**config.mk**
```make
export PLATFORM = sky130hd
export DESIGN_NAME = fsm_ksa
export DESIGN_NICKNAME = d
export VERILOG_FILES = /design/src/rtl/fsm_ksa.sv
export SDC_FILE = /design/constraint.sdc
export NUM_CORES = 1
export LEC_CHECK = 0
export CELL_PAD_IN_SITES_DETAIL_PLACEMENT = 1
export CELL_PAD_IN_SITES_GLOBAL_PLACEMENT = 1
export CORE_MARGIN = 5
export CORE_UTILIZATION = 35
export DETAILED_ROUTE_END_ITERATION = 8
export PLACE_DENSITY = 0.7
export SYNTH_ARGS = -nofsm -noshare
export SYNTH_HDL_FRONTEND = slang
export SYNTH_SLANG_ARGS = --single-unit
```
**constraint.sdc**
```tcl
create_clock -name CLOCK_50 -period 8.4 [get_ports CLOCK_50]
set_input_delay 1.26 -clock CLOCK_50 [delete_from_list [all_inputs] [get_ports CLOCK_50]]
set_output_delay 1.26 -clock CLOCK_50 [all_outputs]
set_load 0.005 [all_outputs]
```
**src/rtl/fsm_ksa.sv**
```systemverilog
// fsm_ksa: RC4 key-scheduling pass over a 256-entry synchronous S-RAM, 8 cycles per swap
module fsm_ksa #(
  parameter int KEY_LEN = 3
) (
  input  logic        CLOCK_50,
  input  logic        rst_n,
  input  logic        In_Start,
  input  logic [23:0] secret_key,
  input  logic [7:0]  q,
  output logic [7:0]  Address,
  output logic [7:0]  data,
  output logic        wren,
  output logic        KSA_Finish
);
  typedef enum logic [3:0] {
    IDLE, READ_SI, WAIT_SI, CALC_J, READ_SJ, WAIT_SJ, CAPT_SJ, WRITE_SI, WRITE_SJ, DONE
  } state_t;
  state_t      state;
  logic [7:0]  i, j, si, key_byte, j_next;
  logic [1:0]  kidx, kidx_next;
  logic [23:0] key;
  // key byte for the current position and the next j / key index
  always_comb begin
    key_byte  = kidx == 2'd0 ? key[23:16] : kidx == 2'd1 ? key[15:8] : key[7:0];
    j_next    = j + q + key_byte;
    kidx_next = kidx == 2'(KEY_LEN - 1) ? 2'd0 : kidx + 2'd1;
  end
  // sequencer; outputs are registered so each is loaded on entry to the state that shows it,
  // and data doubles as the sj holding register between CAPT_SJ and WRITE_SI
  always_ff @(posedge CLOCK_50 or negedge rst_n) begin
    if (!rst_n) begin
      state      <= IDLE;
      i          <= '0;
      j          <= '0;
      kidx       <= '0;
      si         <= '0;
      key        <= '0;
      Address    <= '0;
      data       <= '0;
      wren       <= 1'b0;
      KSA_Finish <= 1'b0;
    end else begin
      case (state)
        IDLE: begin
          Address    <= '0;
          wren       <= 1'b0;
          KSA_Finish <= 1'b0;
          if (In_Start) begin
            i     <= '0;
            j     <= '0;
            kidx  <= '0;
            key   <= secret_key;
            state <= READ_SI;
          end
        end
        READ_SI: state <= WAIT_SI;
        WAIT_SI: state <= CALC_J;
        CALC_J: begin
          si      <= q;
          j       <= j_next;
          Address <= j_next;
          state   <= READ_SJ;
        end
        READ_SJ: state <= WAIT_SJ;
        WAIT_SJ: state <= CAPT_SJ;
        CAPT_SJ: begin
          Address <= i;
          data    <= q;
          wren    <= 1'b1;
          state   <= WRITE_SI;
        end
        WRITE_SI: begin
          Address <= j;
          data    <= si;
          state   <= WRITE_SJ;
        end
        WRITE_SJ: begin
          wren <= 1'b0;
          if (i == 8'd255) begin
            Address    <= '0;
            KSA_Finish <= 1'b1;
            state      <= DONE;
          end else begin
            i       <= i + 8'd1;
            kidx    <= kidx_next;
            Address <= i + 8'd1;
            state   <= READ_SI;
          end
        end
        DONE: begin
          Address    <= '0;
          wren       <= 1'b0;
          KSA_Finish <= 1'b1;
        end
        default: state <= IDLE;
      endcase
    end
  end
endmodule

```
# == Word-level counts from Yosys, hierarchy flattened ==
# Index checks and enable logic that the tools add are counted.
# word_totals
in_bits,35
mem_bits_ro,0
latchBits,0
out_inout_bits,18
ff_bits,72
ramBits,0
wordCells,64
n_memories,0
# classes
n_addsub,4
mux,19
div,0
order_cmp,0
n_shift,0
n_bitwise,1
n_reduce_logical,15
multipliers,0
eq_ne,15
# ops
op,count
$pmux 8 s2,3
$mux 8,5
$pmux 4 s10,1
$pmux 8 s5,1
$add 8x8->8,2
$eq 4x3->1 const B,4
$add 8x1->8 const B,1
$eq 4x2->1 const B,2
$eq 4x4->1 const B,2
$eq 8x8->1 const B,1
$mux 4,2
$reduce_and 2->1,4
$reduce_bool 2->1,4
$mux 2,3
$ne 2x2->1 const B,3
$reduce_bool 5->1,1
$eq 4x1->1 const B,1
$logic_not 4->1,1
$pmux 2 s2,1
$pmux 1 s3,1
$reduce_and 3->1,1
$reduce_bool 3->1,1
$reduce_or 3->1,1
$add 2x1->2 const B,1
7 further kinds,7

# == Longest topological paths before layout ==
# Gate-level depths: netlist of run 1.
# depth
depth_word,5
ltp_mapped,12
ltp_nobuf,11

# == Worst setup path before layout of run 1 ==
# No wires, ideal clock.
# synth_path
path_type,input port to flip-flop
startpoint,input port q[1]
endpoint,register Address[7]
setup_time_ps,138
slack_ps,5118
required_time_ps,8262
arrival_time_ps,3144
path_stages,8
path_buffers,0
cell_sequence,fa_1 ha_1 fa_1 a211oi_1 o21bai_1 a21oi_1 xnor2_1 o221ai_1
# synth_via
elab_chain_len,3
# synth_lines
item,line,text
start: declaration,9,"input logic [7:0] q,"
$add 8x8->8 (2 in series),25,j_next = j + q + key_byte;
$pmux 8 s5,43,case (state)
end signal: assignment,61,Address <= j_next;
end signal: assignment,67,Address <= i;
end signal: assignment,73,Address <= j;
end: declaration,10,"output logic [7:0] Address,"
# Every way passes these cells.
# A chain may end at the register's enable or synchronous reset.

# == Worst setup path after layout of run 1 ==
# Same ends and word-level chain as after synthesis.

==> results of run 1 <==
## cell usage after synthesis (all sizes together), types with 2 or more instances
cell / instances / area share
a31oi: 4 / 0.010
nand3: 4 / 0.0052
nor2: 25 / 0.027
and3: 3 / 0.0049
o22ai: 2 / 0.0033
dfrtp: 72 / 0.47
nor2b: 2 / 0.0033
xor2: 4 / 0.0092
a22o: 5 / 0.011
fa: 8 / 0.042
nor3: 3 / 0.0039
ha: 7 / 0.023
o211ai: 2 / 0.0039
and2: 2 / 0.0033
o41ai: 2 / 0.0046
nor4bb: 2 / 0.0052
clkbuf: 9 / 0.0088
xnor2: 6 / 0.014
nand3b: 2 / 0.0039
nand2: 67 / 0.066
o31ai: 6 / 0.012
a211oi: 3 / 0.0059
buf: 11 / 0.018
a2bb2oi: 2 / 0.0046
o21ai: 32 / 0.042
inv: 6 / 0.0059
mux2i: 22 / 0.058
a21o: 3 / 0.0059
a21oi: 14 / 0.018
mux2: 25 / 0.075
## how the worst max path moves through the flow
stage                                  end  slack (ps)  cells after the start  from
floorplan           Address[7]$_DFFE_PN0P_        5120                      8  q[1]
global placement    Address[7]$_DFFE_PN0P_        4440                      9  q[1]
detailed placement  Address[7]$_DFFE_PN0P_        4400                      9  q[1]
CTS                 Address[7]$_DFFE_PN0P_        4790                      9  q[1]
global route        Address[7]$_DFFE_PN0P_        4660                      9  q[1]
finish              Address[7]$_DFFE_PN0P_        4780                      9  q[1]
## layout make-up
cell class,instances,area (um2)
inverter,6,22.5
clock buffer,10,138
sequential,72,1800
fill,1217,6070
timing repair buffer,56,546
clock inverter,5,81.3
multi-input combinational,270,1910
tap,140,175
## flip-flops by register name, summed over array words and instances, names as in the netlist
signal,count
key,24
Address,8
data,8
i,8
j,8
si,8
state,4
kidx,2
KSA_Finish,1
wren,1
## kinds of logic after synthesis
kind of cell | Yosys count | synth area share
fa+ha+maj | 15 | 0.0649
xor+xnor | 10 | 0.0229
simple gates | 116 | 0.136
compound gates | 82 | 0.139
mux | 47 | 0.132
buf+inv | 26 | 0.0324
flops | 72 | 0.472
## metal layers
metal / wire length, um / track usage
met5: 0 / 0
met2: 4500 / 0.235
met4: 194 / 0.0697
met3: 384 / 0.0349
met1: 4520 / 0.218
## power by group through the flow
stage                     Clock (mW)  Combinational, mW  Sequential (mW)
after floorplan                    0              0.133            0.393
final                          0.308              0.194            0.395
after global placement             0              0.188            0.402
after global routing           0.336              0.222            0.399
after CTS                      0.320              0.198            0.396
after detailed placement           0              0.194            0.403
## stage by stage
step / hold slack, ps / instance area (um2) / std cells / power, mW / util
after floorplan: 445 / 3820 / 368 / 0.526 / -
after CTS: 493 / 4680 / 559 / 0.914 / 0.435
after global routing: 515 / 4680 / 559 / 0.957 / 0.435
after detailed placement: 468 / 4460 / 544 / 0.597 / 0.415
after global placement: 459 / 4460 / 544 / 0.590 / 0.415
final: 486 / 4680 / 559 / 0.898 / 0.435
## worst reg2reg max path: stages (launching register included)
cell and delay (ps):
dfrtp_1 710, mux2i_1 200, o21ai_0 410, fa_1 500, ha_1 240, fa_1 440
a211oi_1 320, o21bai_1 130, a21oi_1 190, xnor2_1 150, o221ai_1 130
==> metrics.txt, run 1 <==
Die Wd=114 um; Setup Fix Bufs, Post-CTS=0; logic gate share of total power=0.216; CORE AREA=10700 um2; Post-DP HPWL=6820 um; layout cell share with drive strength beyond 1=0.126; Fin Setup TNS=0 ps; Synth Cell Area=3820 um2; Cell Pwr Density=192 nW/um2; Antenna diodes=0; Tot GR Track Use=0.157; RSZ-0062 raised after global routing=false; clock transition at the registers of the reported paths=80 ps; CP required=8610 ps; routed len/inst=17.2 um; syn_nets=418; sequential-to-total area share from yosys stat=0.472; Hold Crit Endpoint=si[7]$_DFFE_PN0P_; Num Clock Sinks=72; Slew @ Worst Pin=947 ps; hold path depth=2; reg2reg path depth=10; area delta synth->final=22.5%; crit path buf inv count=1; Avg Cell Area, Syn=10.4 um2; die area=13100 um2; cell with the largest stage delay on the worst path=fa_1; global placer's final weighted congestion=0.793; Hold Path Origin=si[7]$_DFFE_PN0P_; routed vias/inst=5.22; initial antenna violation count=0; fmax=276 MHz; Synth Warn #=0; Synth Flop Type=dfrtp_1; CTS tree=done; Yosys reg bits=72; Hold Crit Class=reg2reg; # Max-Cap Violations=0; switch share=0.296; post-synth cell types=49; beginning of the worst register-to-register path=kidx[0]$_DFFE_PN0P_; DR DRC count=0; DR iter-0 viols=184; DRT Pass-1 Iters=4; ys async rst share=1.00; Final Hold Fails=0; worst-skew pair later-pin latency=350 ps; register share of total power=0.440; CP Max Fanout=3; crit path launch type=primary input; CTS max path bufs=2; num ports=53; I/O Buffers=52; Max Clock Skew=12.1 ps; Row Count=38; run status=finished, final reports clean; Detailed Route WL=9590 um; Die Span Y=114 um; Via Count=2920; Slew Viols, Final=0; crit path kind=in2reg; final worst-path setup slack=4780 ps; most frequent cells in the layout=72 x dfrtp_1, 67 x nand2_1, 51 x clkdlybuf4s50_1; sw power=0.266 mW; most common cell after layout, fill and taps aside=dfrtp_1; Clk pwr share=0.344; Final Critical Period=3620 ps; Final nets=465; pin count of the biggest net entering global routing=73; Hold Buf Count CTS=0; Leakage=2.06 nW; post-route clock period utilization=0.431; Final ANT Viol Nets=0; crit path DAT=3830 ps; crit-path cells=clkdlybuf4s50_1 > fa_1 > ha_1 > fa_1 > a211oi_1 > o21bai_1 > a21oi_1 > xnor2_1 > o221ai_1; clk root buf=clkbuf_8; Peak VDD IR=0.0705 mV; r2r endpoint=Address[7]$_DFFE_PN0P_; Rel. slew slack=0.369; CP endpoint kind=flop; setup violators final=0; Most common cell on crit path=fa_1; H-Tree Level Count=3; number of CTS-inserted buffers=9; Initial Util=0.355; grt ovf=0; number of global-route vias before repair=3116; dpl ws=4400 ps; CP top delay family=adder cells; Gate Count Post-Synth=368; Int Power=0.632 mW; first-pass GRT wire length=16100 um; r2r setup slk=4850 ps; biggest cell delay along the critical path=500 ps; post-cts sizing count=0; EDFF count, synth=0
Power figures use the tool's default switching activity.
==> inputs of run 2 (changes only) <==
--- a/config.mk
+++ b/config.mk
@@ -10,7 +10,7 @@
 export CORE_MARGIN = 5
 export CORE_UTILIZATION = 35
 export DETAILED_ROUTE_END_ITERATION = 8
-export PLACE_DENSITY = 0.7
+export PLACE_DENSITY = 0.73
 export SYNTH_ARGS = -nofsm -noshare
 export SYNTH_HDL_FRONTEND = slang
 export SYNTH_SLANG_ARGS = --single-unit
==> constraint.sdc (replaced) <==
create_clock -name CLOCK_50 -period 3.3 [get_ports CLOCK_50]
set_input_delay 0.495 -clock CLOCK_50 [delete_from_list [all_inputs] [get_ports CLOCK_50]]
set_output_delay 0.495 -clock CLOCK_50 [all_outputs]
set_load 0.005 [all_outputs]
==> run 2 against run 1 <==
Compared with the run above:
- routed wire length grew 1.4%
- clock power grew to 2.6 times the previous value
- worst setup slack lost 4600 ps
- first-iteration DRC count shrank 33%
- cell area grew 0.91%
- die area is the same
- clock-buffer cell count grew 1
- via count grew 0.99%
==> metrics.txt, run 2 (synthesis results as in run 1) <==
Hold Buf Count CTS=0; Die Wd=114 um; Row Count=38; routed vias/inst=5.23; post-route clock period utilization=0.935; H-Tree Level Count=3; Final Hold Fails=0; number of CTS-inserted buffers=9; number of global-route vias before repair=3112; area delta synth->final=23.6%; Slew @ Worst Pin=716 ps; total power=2.31 mW; first-pass GRT wire length=16500 um; register area=1800 um2; Fin Setup TNS=0 ps; CP required=3500 ps; RSZ-0062 raised after global routing=false; grt ovf=0; pin count of the biggest net entering global routing=28; crit path launch type=flop; initial antenna violation count=0; most common cell after layout, fill and taps aside=dfrtp_1; layout cell share with drive strength beyond 1=0.139; Via Count=2949; DR DRC count=0; worst-skew pair later-pin latency=350 ps; die area=13100 um2; fmax=324 MHz; Slew Viols, Final=0; CTS tree=done; CORE AREA=10700 um2; I/O Buffers=52; # Max-Cap Violations=0; most frequent cells in the layout=71 x dfrtp_1, 67 x nand2_1, 51 x clkdlybuf4s50_1; Post-DP HPWL=7230 um; routed len/inst=17.2 um; crit path kind=reg2reg; Cell Pwr Density=489 nW/um2; area of the multi-input gates=1910 um2; num ports=53; CP Max Fanout=5; Leakage=2.09 nW; Final Critical Period=3080 ps; Largest register FFs=24; global placer's final weighted congestion=0.792; Detailed Route WL=9730 um; DRT Pass-1 Iters=5; post-route cell area=4720 um2; clk root buf=clkbuf_8; Peak VDD IR=0.199 mV; DR iter-0 viols=124; CTS max path bufs=2; Tot GR Track Use=0.162; clock transition at the registers of the reported paths=80 ps; Setup Fix Bufs, Post-CTS=0; Die Span Y=114 um; CP endpoint kind=flop; Max Clock Skew=9.95 ps; number of fill cells=1207; Num Clock Sinks=72; Final Util=0.439; Initial Util=0.355; Hold Crit Class=in2async; post-cts sizing count=0; Top reg by flops=key; crit path DAT=3290 ps; Antenna diodes=0; Final ANT Viol Nets=0; Rel. slew slack=0.523; Final nets=469; setup violators final=0; run status=finished, final reports clean; Post-DP Area=4490 um2
run 2: changes by cell type in the layout (fill, tap and decap cells not counted):
cell / change
buf_4: +4
clkbuf_8: +1
clkinv_2: +1
clkinvlp_4: -1
dfrtp_1: -1
dfrtp_2: +1
run 2: worst max-delay path: stages, from the launching register on:
cell and delay, ps:
dfrtp_2 470, mux2i_1 140, o21ai_0 370, fa_1 540
fa_1 500, a211oi_1 320, o21bai_1 120, a21oi_1 190
xnor2_1 160, o221ai_1 130
run 2: cell type report:
| cell class | instances | area share |
|---|---|---|
| multi-input cells | 270 | 0.406 |
| repair buffers | 60 | 0.122 |
| clock buffers | 11 | 0.0321 |
| flip-flops and latches | 72 | 0.382 |
| inverters | 6 | 0.00477 |
| well taps | 140 | 0.0371 |
| clock inverters | 5 | 0.0167 |
run 2: worst paths after layout:
kind,start,to,slack (ps),cells past startpoint
worst max register to register,kidx[0]$_DFFE_PN0P_,Address[7]$_DFFE_PN0P_,220,9
worst min-delay path,rst_n,key[22]$_DFFE_PN0P_,100,1
worst max-delay path,kidx[0]$_DFFE_PN0P_,Address[7]$_DFFE_PN0P_,220,9
max in group asynchronous,rst_n,kidx[0]$_DFFE_PN0P_,2430,2
worst min register to register,data[4]$_DFFE_PN0P_,data[4]$_DFFE_PN0P_,480,2
min in group CLOCK_50,data[4]$_DFFE_PN0P_,data[4]$_DFFE_PN0P_,480,2
run 2: per-stage QoR:
stage	setup slack, ps	std cells	hold slack (ps)
global route	9.06	564	132
floorplan	355	368	199
CTS	112	564	104
global placement	99.7	548	458
finish	215	564	102
detailed placement	35.9	548	462
run 2: power breakdown:
group	switching, mW	total, mW	internal (mW)
clock	0.341	0.807	0.466
sequential	0.0686	1.01	0.939
combinational	0.267	0.496	0.229
run 2: metal layers:
layer  vias up  GRT usage  part of all wire
li1       1399          -                 -
met1      1483      0.226              0.47
met2        52      0.251              0.47
met3        15     0.0275             0.035
met4         0     0.0633             0.019
met5         -          0                 0
==> inputs of run 3 (changes only) <==
--- a/config.mk
+++ b/config.mk
@@ -8,9 +8,9 @@
 export CELL_PAD_IN_SITES_DETAIL_PLACEMENT = 1
 export CELL_PAD_IN_SITES_GLOBAL_PLACEMENT = 1
 export CORE_MARGIN = 5
-export CORE_UTILIZATION = 35
+export CORE_UTILIZATION = 39
 export DETAILED_ROUTE_END_ITERATION = 8
-export PLACE_DENSITY = 0.73
+export PLACE_DENSITY = 0.79
 export SYNTH_ARGS = -nofsm -noshare
 export SYNTH_HDL_FRONTEND = slang
 export SYNTH_SLANG_ARGS = --single-unit
==> run 3 against run 2 <==
Compared with the run above:
- first-iteration DRC count grew 4.0%
- fmax grew 1.6%
- worst setup slack gained 47 ps
- clock power shrank 12%
- die area shrank 9.4%
- sequential cell count is the same
- clock skew shrank 2.9 ps
- sequential power is essentially flat
- largest cell class unchanged
- via count grew 1.7%
==> metrics.txt, run 3 (synthesis results as in run 1) <==
run status=finished, final reports clean; Clk pwr share=0.317; Die Wd=109 um; number of fill cells=1095; first-pass GRT wire length=16600 um; area delta synth->final=22.2%; crit path kind=reg2reg; dpl ws=55.5 ps; routed len/inst=17.9 um; cell with the largest stage delay on the worst path=dfrtp_2; layout cell share with drive strength beyond 1=0.140; clock transition at the registers of the reported paths=80 ps; crit path launch type=flop; Detailed Route WL=9960 um; Final Hold Fails=0; Slew @ Worst Pin=930 ps; Setup Fix Bufs, Post-CTS=0; Top reg by flops=key; Peak VDD IR=0.212 mV; RSZ-0062 raised after global routing=false; number of CTS-inserted buffers=9; Die Span Y=109 um; Fin Setup TNS=0 ps; Largest register FFs=24; met1 wire length=4210 um; Most common cell on crit path=fa_1; top sig layer=met4; post-route clock period utilization=0.921; Final Critical Period=3040 ps; Post-DP HPWL=7180 um; met2 wire length=5160 um; switch share=0.321; register share of total power=0.451; DRT Pass-1 Iters=4; pin count of the biggest net entering global routing=73; # Max-Cap Violations=0; Num Clock Sinks=72; Int Power=1.52 mW; Cell Pwr Density=479 nW/um2; Via Count=2999; Antenna diodes=0; Tot GR Track Use=0.182; Final nets=467; setup violators final=0; DR DRC count=0; crit-path cells=mux2i_1 > o21ai_0 > fa_1 > ha_1 > fa_1 > a211oi_2 > o21bai_1 > a21oi_1 > xnor2_1 > o221ai_1; DR iter-0 viols=129; H-Tree Level Count=3; Max Clock Skew=7.00 ps; global placer's final weighted congestion=0.851; most frequent cells in the layout=70 x dfrtp_1, 67 x nand2_1, 51 x clkdlybuf4s50_1; Rel. slew slack=0.380; number of global-route vias before repair=3256; initial antenna violation count=0; Hold Buf Count CTS=0; Row Count=36; clk root buf=clkbuf_8; Slew Viols, Final=0; CP Max Fanout=8; fmax=329 MHz; CTS tree=done; Hold Crit Class=in2async; Final ANT Viol Nets=0; most common cell after layout, fill and taps aside=dfrtp_1; grt ovf=0; CTS max path bufs=2; worst-skew pair later-pin latency=360 ps; biggest cell delay along the critical path=490 ps; logic gate share of total power=0.233; I/O Buffers=52; total power=2.24 mW; CORE AREA=9640 um2; sw power=0.717 mW; die area=11900 um2; final worst-path setup slack=262 ps; routed vias/inst=5.40; CP required=3510 ps; Leakage=2.05 nW; crit path DAT=3250 ps; CP endpoint kind=flop; Initial Util=0.396; met3 wire length=470 um; num ports=53
==> run 3: cell count changes in the layout (fill, tap and decap cells not counted), sizes merged <==
cell	previous run	this run
clkinv	3	2
clkbuf	11	9
buf	9	7
clkinvlp	0	3
inv	6	7
bufinv	2	1
==> run 3: timing repair <==
| action | 4_1_cts | 5_1_grt |
|---|---|---|
| hold endpoints to repair | 0 | 0 |
| gates resized for setup | 0 | 3 |
| endpoints found under the setup margin | 0 | 2 |
==> run 3: layer usage <==
metal,GRT usage,vias to the layer above
li1,-,1393
met1,0.232,1524
met2,0.309,66
met3,0.0474,16
met4,0.0469,0
met5,0,-
==> run 3: per-stage QoR <==
step                instance area (um2)  utilization  hold WS, ps  cells
floorplan                          3820            -          199    368
global placement                   4470        0.463          457    539
CTS                                4660        0.484          387    555
finish                             4670        0.484          326    555
detailed placement                 4470        0.463          468    539
global route                       4670        0.484          426    555
==> run 3: worst max-delay path, delay by kind of cell, from the launching register on <==
family,cells,cell delay (ps)
AO/OA/AOI/OAI,5,930
XOR/XNOR,1,170
multiplexers,1,150
adder cells (fa/ha/maj),3,1160
flip-flops,1,490
==> run 3: final timing paths <==
check | slack [ps] | end | depth (start not counted) | startpoint
worst max-delay path | 260 | Address[7]$_DFFE_PN0P_ | 10 | kidx[0]$_DFFE_PN0P_
min in group CLOCK_50 | 480 | data[6]$_DFFE_PN0P_ | 2 | data[6]$_DFFE_PN0P_
worst min-delay path | 330 | KSA_Finish$_DFFE_PN0P_ | 2 | rst_n
worst min register to register | 480 | data[6]$_DFFE_PN0P_ | 2 | data[6]$_DFFE_PN0P_
worst max register to register | 260 | Address[7]$_DFFE_PN0P_ | 10 | kidx[0]$_DFFE_PN0P_
max in group asynchronous | 2270 | kidx[0]$_DFFE_PN0P_ | 2 | rst_n
==> run 3: cell type report <==
| class | count | area [um2] | share of cell area |
|---|---|---|---|
| multi-input cells | 270 | 1920 | 0.411 |
| flip-flops and latches | 72 | 1800 | 0.386 |
| repair buffers | 58 | 561 | 0.120 |
| well taps | 133 | 166 | 0.0356 |
| clock buffers | 9 | 124 | 0.0265 |
| clock inverters | 7 | 71.3 | 0.0153 |
| inverters | 6 | 22.5 | 0.00482 |
==> run 3: power groups by stage <==
stage          Combinational, mW  Sequential [mW]  Clock, mW
2_1_floorplan              0.338             1.00          0
3_3_place_gp               0.479             1.02          0
3_5_place_dp               0.508             1.03          0
4_1_cts                    0.516             1.01      0.730
5_1_grt                    0.590             1.02      0.759
6_report                   0.521             1.01      0.709
